===== config.mk =====
export PLATFORM = sky130hd
export DESIGN_NAME = logic_unit_pipe_flat
export DESIGN_NICKNAME = d
export VERILOG_FILES = /design/src/rtl/logic_unit_pipe_if.sv /design/src/rtl/logic_unit_pipe.sv /design/src/flat_wrapper.sv
export SDC_FILE = /design/constraint.sdc
export NUM_CORES = 1
export LEC_CHECK = 0
export ABC_AREA = 1
export BUFFER_PORTS_ARGS = -buffer_cell sky130_fd_sc_hd__buf_2
export CORE_MARGIN = 4
export CORE_UTILIZATION = 61
export DETAILED_ROUTE_END_ITERATION = 10
export PLACE_DENSITY = 0.95
export SKIP_LAST_GASP = 1
export SLEW_MARGIN = 15
export SYNTH_ARGS = -nofsm -noshare
export SYNTH_HDL_FRONTEND = slang
export SYNTH_SLANG_ARGS = --single-unit

===== constraint.sdc =====
create_clock -name clk -period 5.1 [get_ports clk]
set_clock_uncertainty 0.1 [all_clocks]
set_input_delay 0.255 -clock clk [delete_from_list [all_inputs] [get_ports clk]]
set_output_delay 0.255 -clock clk [all_outputs]
set_load 0.01 [all_outputs]

===== src/rtl/logic_unit_pipe_if.sv =====
// Command/result bus for logic_unit_pipe: input handshake, output handshake,
// result flags and the completed-transaction counter.
interface logic_unit_pipe_if #(
  parameter int WIDTH = 8,
  parameter int CNT_W = 16
);
  logic             in_valid;
  logic             in_ready;
  logic [WIDTH-1:0] in_a;
  logic [WIDTH-1:0] in_b;
  logic [2:0]       in_op;
  logic             in_chain;
  logic             out_valid;
  logic             out_ready;
  logic [WIDTH-1:0] out_y;
  logic             out_zero;
  logic             out_ones;
  logic             out_parity;
  logic             cnt_clr;
  logic [CNT_W-1:0] done_cnt;

  modport master (
    output in_valid, in_a, in_b, in_op, in_chain, out_ready, cnt_clr,
    input  in_ready, out_valid, out_y, out_zero, out_ones, out_parity, done_cnt
  );

  modport slave (
    input  in_valid, in_a, in_b, in_op, in_chain, out_ready, cnt_clr,
    output in_ready, out_valid, out_y, out_zero, out_ones, out_parity, done_cnt
  );
endinterface


===== src/rtl/logic_unit_pipe.sv =====
// Two-stage pipelined bitwise gate unit with valid/ready on both sides,
// result feedback (chain mode), registered flags and a saturating done counter.
module logic_unit_pipe #(
  parameter int WIDTH = 8,
  parameter int CNT_W = 16
) (
  input  logic              clk,
  input  logic              rst_n,
  logic_unit_pipe_if.slave  bus
);

  typedef enum logic [2:0] {
    OP_AND    = 3'd0,
    OP_OR     = 3'd1,
    OP_NOT_A  = 3'd2,
    OP_NAND   = 3'd3,
    OP_NOR    = 3'd4,
    OP_XOR    = 3'd5,
    OP_XNOR   = 3'd6,
    OP_PASS_A = 3'd7
  } op_e;

  typedef struct packed {
    logic [WIDTH-1:0] a;
    logic [WIDTH-1:0] b;
    op_e              op;
    logic             chain;
  } s1_t;

  logic             s1_valid_q, s1_valid_d;
  s1_t              s1_q, s1_d;
  logic             out_valid_q, out_valid_d;
  logic [WIDTH-1:0] out_y_q, out_y_d;
  logic             out_zero_q, out_zero_d;
  logic             out_ones_q, out_ones_d;
  logic             out_parity_q, out_parity_d;
  logic [WIDTH-1:0] last_result_q, last_result_d;
  logic [CNT_W-1:0] done_cnt_q, done_cnt_d;

  logic             s2_adv;
  logic             in_ready_c;
  logic             in_fire;
  logic             out_fire;
  logic [WIDTH-1:0] operand_b;
  logic [WIDTH-1:0] y;

  // Stage 2 frees up whenever it is empty or being drained this cycle, so
  // in_ready depends combinationally on out_ready.
  always_comb begin
    s2_adv     = !out_valid_q || bus.out_ready;
    in_ready_c = !s1_valid_q || s2_adv;
    in_fire    = bus.in_valid && in_ready_c;
    out_fire   = out_valid_q && bus.out_ready;
  end

  always_comb begin
    s1_valid_d = s1_valid_q;
    s1_d       = s1_q;
    if (in_fire) begin
      s1_valid_d = 1'b1;
      s1_d.a     = bus.in_a;
      s1_d.b     = bus.in_b;
      s1_d.op    = op_e'(bus.in_op);
      s1_d.chain = bus.in_chain;
    end else if (s2_adv) begin
      s1_valid_d = 1'b0;
    end
  end

  // last_result_q already holds the predecessor's result by the time a
  // chained op leaves stage 1, so back-to-back chaining needs no bubble.
  always_comb begin
    operand_b = s1_q.chain ? last_result_q : s1_q.b;
    // NOTE: every combinational output gets a default first so no path leaves it unassigned (no latch).
    y = '0;
    case (s1_q.op)
      OP_AND:    y = s1_q.a & operand_b;
      OP_OR:     y = s1_q.a | operand_b;
      OP_NOT_A:  y = ~s1_q.a;
      OP_NAND:   y = ~(s1_q.a & operand_b);
      OP_NOR:    y = ~(s1_q.a | operand_b);
      OP_XOR:    y = s1_q.a ^ operand_b;
      OP_XNOR:   y = ~(s1_q.a ^ operand_b);
      OP_PASS_A: y = s1_q.a;
    endcase
  end

  // Result and flags only move when a real transaction enters stage 2.
  always_comb begin
    out_valid_d   = out_valid_q;
    out_y_d       = out_y_q;
    out_zero_d    = out_zero_q;
    out_ones_d    = out_ones_q;
    out_parity_d  = out_parity_q;
    last_result_d = last_result_q;
    if (s2_adv) begin
      out_valid_d = s1_valid_q;
      if (s1_valid_q) begin
        out_y_d       = y;
        out_zero_d    = (y == '0);
        out_ones_d    = &y;
        out_parity_d  = ^y;
        last_result_d = y;
      end
    end
  end

  always_comb begin
    done_cnt_d = done_cnt_q;
    if (bus.cnt_clr) begin
      done_cnt_d = '0;
    end else if (out_fire && (done_cnt_q != '1)) begin
      done_cnt_d = done_cnt_q + CNT_W'(1);
    end
  end

  // NOTE: state registers use non-blocking assignments so every flop samples pre-edge values.
  always_ff @(posedge clk or negedge rst_n) begin
    if (!rst_n) begin
      s1_valid_q    <= 1'b0;
      out_valid_q   <= 1'b0;
      out_y_q       <= '0;
      out_zero_q    <= 1'b0;
      out_ones_q    <= 1'b0;
      out_parity_q  <= 1'b0;
      last_result_q <= '0;
      done_cnt_q    <= '0;
    end else begin
      s1_valid_q    <= s1_valid_d;
      out_valid_q   <= out_valid_d;
      out_y_q       <= out_y_d;
      out_zero_q    <= out_zero_d;
      out_ones_q    <= out_ones_d;
      out_parity_q  <= out_parity_d;
      last_result_q <= last_result_d;
      done_cnt_q    <= done_cnt_d;
    end
  end

  // NOTE: the stage-1 payload is qualified by s1_valid_q, so it carries no reset.
  always_ff @(posedge clk) begin
    s1_q <= s1_d;
  end

  assign bus.in_ready   = in_ready_c;
  assign bus.out_valid  = out_valid_q;
  assign bus.out_y      = out_y_q;
  assign bus.out_zero   = out_zero_q;
  assign bus.out_ones   = out_ones_q;
  assign bus.out_parity = out_parity_q;
  assign bus.done_cnt   = done_cnt_q;

endmodule


===== src/flat_wrapper.sv =====
// flat-port wrapper written by rule: the top's interface ports become plain ports
module logic_unit_pipe_flat 
#(
  parameter int WIDTH = 8,
  parameter int CNT_W = 16
)
  (clk, rst_n, bus_in_valid, bus_in_a, bus_in_b, bus_in_op, bus_in_chain, bus_out_ready, bus_cnt_clr, bus_in_ready, bus_out_valid, bus_out_y, bus_out_zero, bus_out_ones, bus_out_parity, bus_done_cnt);
  logic_unit_pipe_if #(.WIDTH(WIDTH), .CNT_W(CNT_W)) bus_i ();
  input  logic clk;
  input  logic rst_n;
  input wire logic [$bits(bus_i.in_valid)-1:0] bus_in_valid;
  input wire logic [$bits(bus_i.in_a)-1:0] bus_in_a;
  input wire logic [$bits(bus_i.in_b)-1:0] bus_in_b;
  input wire logic [$bits(bus_i.in_op)-1:0] bus_in_op;
  input wire logic [$bits(bus_i.in_chain)-1:0] bus_in_chain;
  input wire logic [$bits(bus_i.out_ready)-1:0] bus_out_ready;
  input wire logic [$bits(bus_i.cnt_clr)-1:0] bus_cnt_clr;
  output wire logic [$bits(bus_i.in_ready)-1:0] bus_in_ready;
  output wire logic [$bits(bus_i.out_valid)-1:0] bus_out_valid;
  output wire logic [$bits(bus_i.out_y)-1:0] bus_out_y;
  output wire logic [$bits(bus_i.out_zero)-1:0] bus_out_zero;
  output wire logic [$bits(bus_i.out_ones)-1:0] bus_out_ones;
  output wire logic [$bits(bus_i.out_parity)-1:0] bus_out_parity;
  output wire logic [$bits(bus_i.done_cnt)-1:0] bus_done_cnt;
  assign bus_i.in_valid = bus_in_valid;
  assign bus_i.in_a = bus_in_a;
  assign bus_i.in_b = bus_in_b;
  assign bus_i.in_op = bus_in_op;
  assign bus_i.in_chain = bus_in_chain;
  assign bus_i.out_ready = bus_out_ready;
  assign bus_i.cnt_clr = bus_cnt_clr;
  assign bus_in_ready = bus_i.in_ready;
  assign bus_out_valid = bus_i.out_valid;
  assign bus_out_y = bus_i.out_y;
  assign bus_out_zero = bus_i.out_zero;
  assign bus_out_ones = bus_i.out_ones;
  assign bus_out_parity = bus_i.out_parity;
  assign bus_done_cnt = bus_i.done_cnt;
  logic_unit_pipe #(.WIDTH(WIDTH), .CNT_W(CNT_W)) u_core (.clk(clk), .rst_n(rst_n), .bus(bus_i));
endmodule

==> impl_metrics.py <==
metrics = {
    "power_and_ir_drop": {
        "p_leak_uw": 0.001970,
        "peakVddDrop_mv": 0.2187,
        "power_density_nw_per_um2": 287.8,
    },
    "clock_tree": {
        "cts_htree_levels": 2,
        "cts_tree": "built",
        "numCtsBuffers": 5,
        "cts_setup_buffers": 0,
        "cts.sinks": 49,
        "ctsHoldBuffers": 1,
        "clk_pin_slew_ns": 0.10,
        "cts_buffer_depth": 2,
        "cts_root_buffer": "clkbuf_8",
        "cts_resized": 0,
        "clk_latency_ns": 0.31,
    },
    "timing": {
        "tns_ns": 0,
        "tightest_slew_ns": 1.028,
        "finalCritPeriodShare_pct": 57.15,
        "setup_viol": 0,
        "hold_viol_final": 0,
        "fin_hold_ws_ns": 0.006628,
        "finalMaxSlewViolations": 0,
        "clock.fmax_mhz": 343.1,
        "relSlewSlack_pct": 31.48,
        "rsz0062_at_grt": "no",
        "period_minus_slack_ns": 2.915,
    },
    "drt": {
        "wl_per_cell_um": 13.78,
        "wl_um": 7714,
        "remaining_drc_errors": 0,
        "viasPerCell": 5.434,
        "drt_iter0_markers": 266,
        "via_count": 3043,
        "antenna_left": 0,
        "dr.pass1.iters": 6,
    },
    "synthesis": {
        "synthCells": 434,
        "synth_fp_nets": 484,
        "synth-seq-cells": 49,
        "async_flop_share_pct": 59.18,
        "netlist_area_um2": 3296,
        "synth_area_leader_cell": "dfrtp_1",
        "ys_top_cells_by_area": "dfrtp_1, edfxtp_1, nand2_1, ha_1, inv_1",
        "synth_edf_count": 20,
        "synth.cells.most_frequent": "nand2_1, inv_1, nor2_1, nand3_1, dfrtp_1",
        "yosysTopAreaCellShare_pct": 22.02,
        "synth-main-ff-cell": "dfrtp_1",
        "post-synth-top-count-cell": "nand2_1",
        "yosysWarnings": 0,
        "ys_types": 26,
        "synth_area_per_cell_um2": 7.594,
        "ys_seq_area_share_pct": 40.24,
    },
    "die": {
        "fp.dieH_um": 81.51,
        "rows": 26,
        "fp.coreArea_um2": 5172,
        "die_area_um2": 6643,
        "start_util_pct": 63.72,
        "ioPinCount": 54,
        "die_w_um": 81.51,
    },
    "grt": {
        "grt_use_total_pct": 24.85,
        "antenna_found_initial": 0,
        "grt_overflow": 0,
        "grt_pass1_wl_um": 12750,
        "grt_max_degree": 31,
        "grt_pass1_vias": 2794,
    },
    "place": {
        "port_buffers": 53,
        "dpl.hpwl_um": 5663,
        "placed_cell_area_um2": 3583,
        "dp_cells": 547,
        "gp_congestion": 0.8988,
    },
    "setup_path": {
        "path_class": "reg2reg",
        "cp.required_ns": 5.19,
        "crit_fanout": 30,
        "cp.arrival_ns": 3.00,
        "worst_setup_path_end_kind": "register",
        "worst_setup_path_start_kind": "register",
    },
    "cells_and_area": {
        "drive_gt1_share_pct": 16.94,
        "fin_util_pct": 72.06,
        "finish.instance_area_um2": 3727,
        "diodes": 0,
        "fillCellCount": 396,
        "finalNetCount": 539,
        "layout.cells.non_filler": 560,
        "synthToLayoutAreaGrowth_pct": 13.10,
    },
    "run": {
        "timing.max_cap.violations": 0,
    },
    "min_path": {
        "min_path_type": "in2reg",
    },
    "outcome": {
        "outcome": "complete, no violations",
    },
}
==> cells by family after synthesis <==
kind of cell	after synthesis	synth area share [%]
AND/OR/NAND/NOR	260	35.92
XOR/XNOR	6	1.595
buffers and inverters	68	8.580
adder cells (fa/ha/maj)	25	9.491
AO/OA/AOI/OAI	26	4.176
flip-flops	49	40.24
==> cells in the final DEF (no fill, tap or decap), types with 8 or more instances in the layout <==
cell type  count
nand3b_1       8
o21ai_0       18
nand4_1       16
nand3_1       35
ha_1          25
nand2_1      140
edfxtp_1      20
buf_2         53
inv_1         55
nor2_1        42
dfrtp_1       29
==> layout make-up <==
type | instances | area (um^2) | share of cell area [%]
Sequential cell | 49 | 1326 | 35.58
Tap cell | 70 | 87.58 | 2.350
Timing Repair Buffer | 58 | 315.3 | 8.459
Clock buffer | 5 | 68.82 | 1.846
Inverter | 58 | 217.7 | 5.841
Multi-Input combinational cell | 317 | 1687 | 45.25
Clock inverter | 3 | 25.02 | 0.6714
==> critical path, cell delays in order (launching register included) <==
cell and delay (ns):
edfxtp_1 1.04, nand3_2 0.33, o21ai_0 0.33, nor2_1 0.08, nand2_1 0.08, nand2_1 0.09
ha_1 0.31, xnor2_1 0.21, xnor2_1 0.14, o21ai_0 0.09
==> metrics by stage <==
step / setup WS, ns / total power (uW)
after floorplan: 2.728 / 720.3
after global placement: 2.481 / 806.9
after detailed placement: 2.308 / 826.3
after CTS: 2.297 / 1073
after global routing: 2.049 / 1147
final: 2.185 / 1073
==> where the power goes <==
group / switching (uW) / total (uW) / internal [uW]
clock network: 148 / 249 / 100
registers: 43.2 / 500 / 457
logic: 197 / 324 / 126
total: 389 / 1070 / 684
==> state kept, by name (all words and copies together), names as in the netlist <==
signal / flops
u_core.s1_q: 20
u_core.bus.out_valid: 1
u_core.bus.out_parity: 1
u_core.bus.done_cnt: 16
u_core.bus.out_zero: 1
u_core.bus.out_y: 8
u_core.s1_valid_q: 1
u_core.bus.out_ones: 1
==> routing by layer <==
metal / routed length, um / GRT usage [%] / vias to the layer above
met5: 0 / 0 / -
met4: 170 / 8.108 / 0
met3: 683 / 5.482 / 20
met2: 3677 / 39.74 / 155
met1: 3183 / 33.55 / 1375
li1: - / - / 1493
==> final timing paths <==
kind,startpoint,cells after the start,slack [ns],endpoint
max,u_core.s1_q[3]$_DFFE_PP_,9,2.19,u_core.bus.out_parity$_DFFE_PN0P_
min,bus_in_a[5],1,0.007,u_core.s1_q[17]$_DFFE_PP_
max reg2reg,u_core.s1_q[3]$_DFFE_PP_,9,2.19,u_core.bus.out_parity$_DFFE_PN0P_
min reg2reg,u_core.bus.out_ones$_DFFE_PN0P_,2,0.41,u_core.bus.out_ones$_DFFE_PN0P_
max in group asynchronous,rst_n,2,4.08,u_core.bus.done_cnt[2]$_DFFE_PN0P_
min in group asynchronous,rst_n,2,0.39,u_core.bus.out_valid$_DFFE_PN0P_
Power figures use the tool's default switching activity.
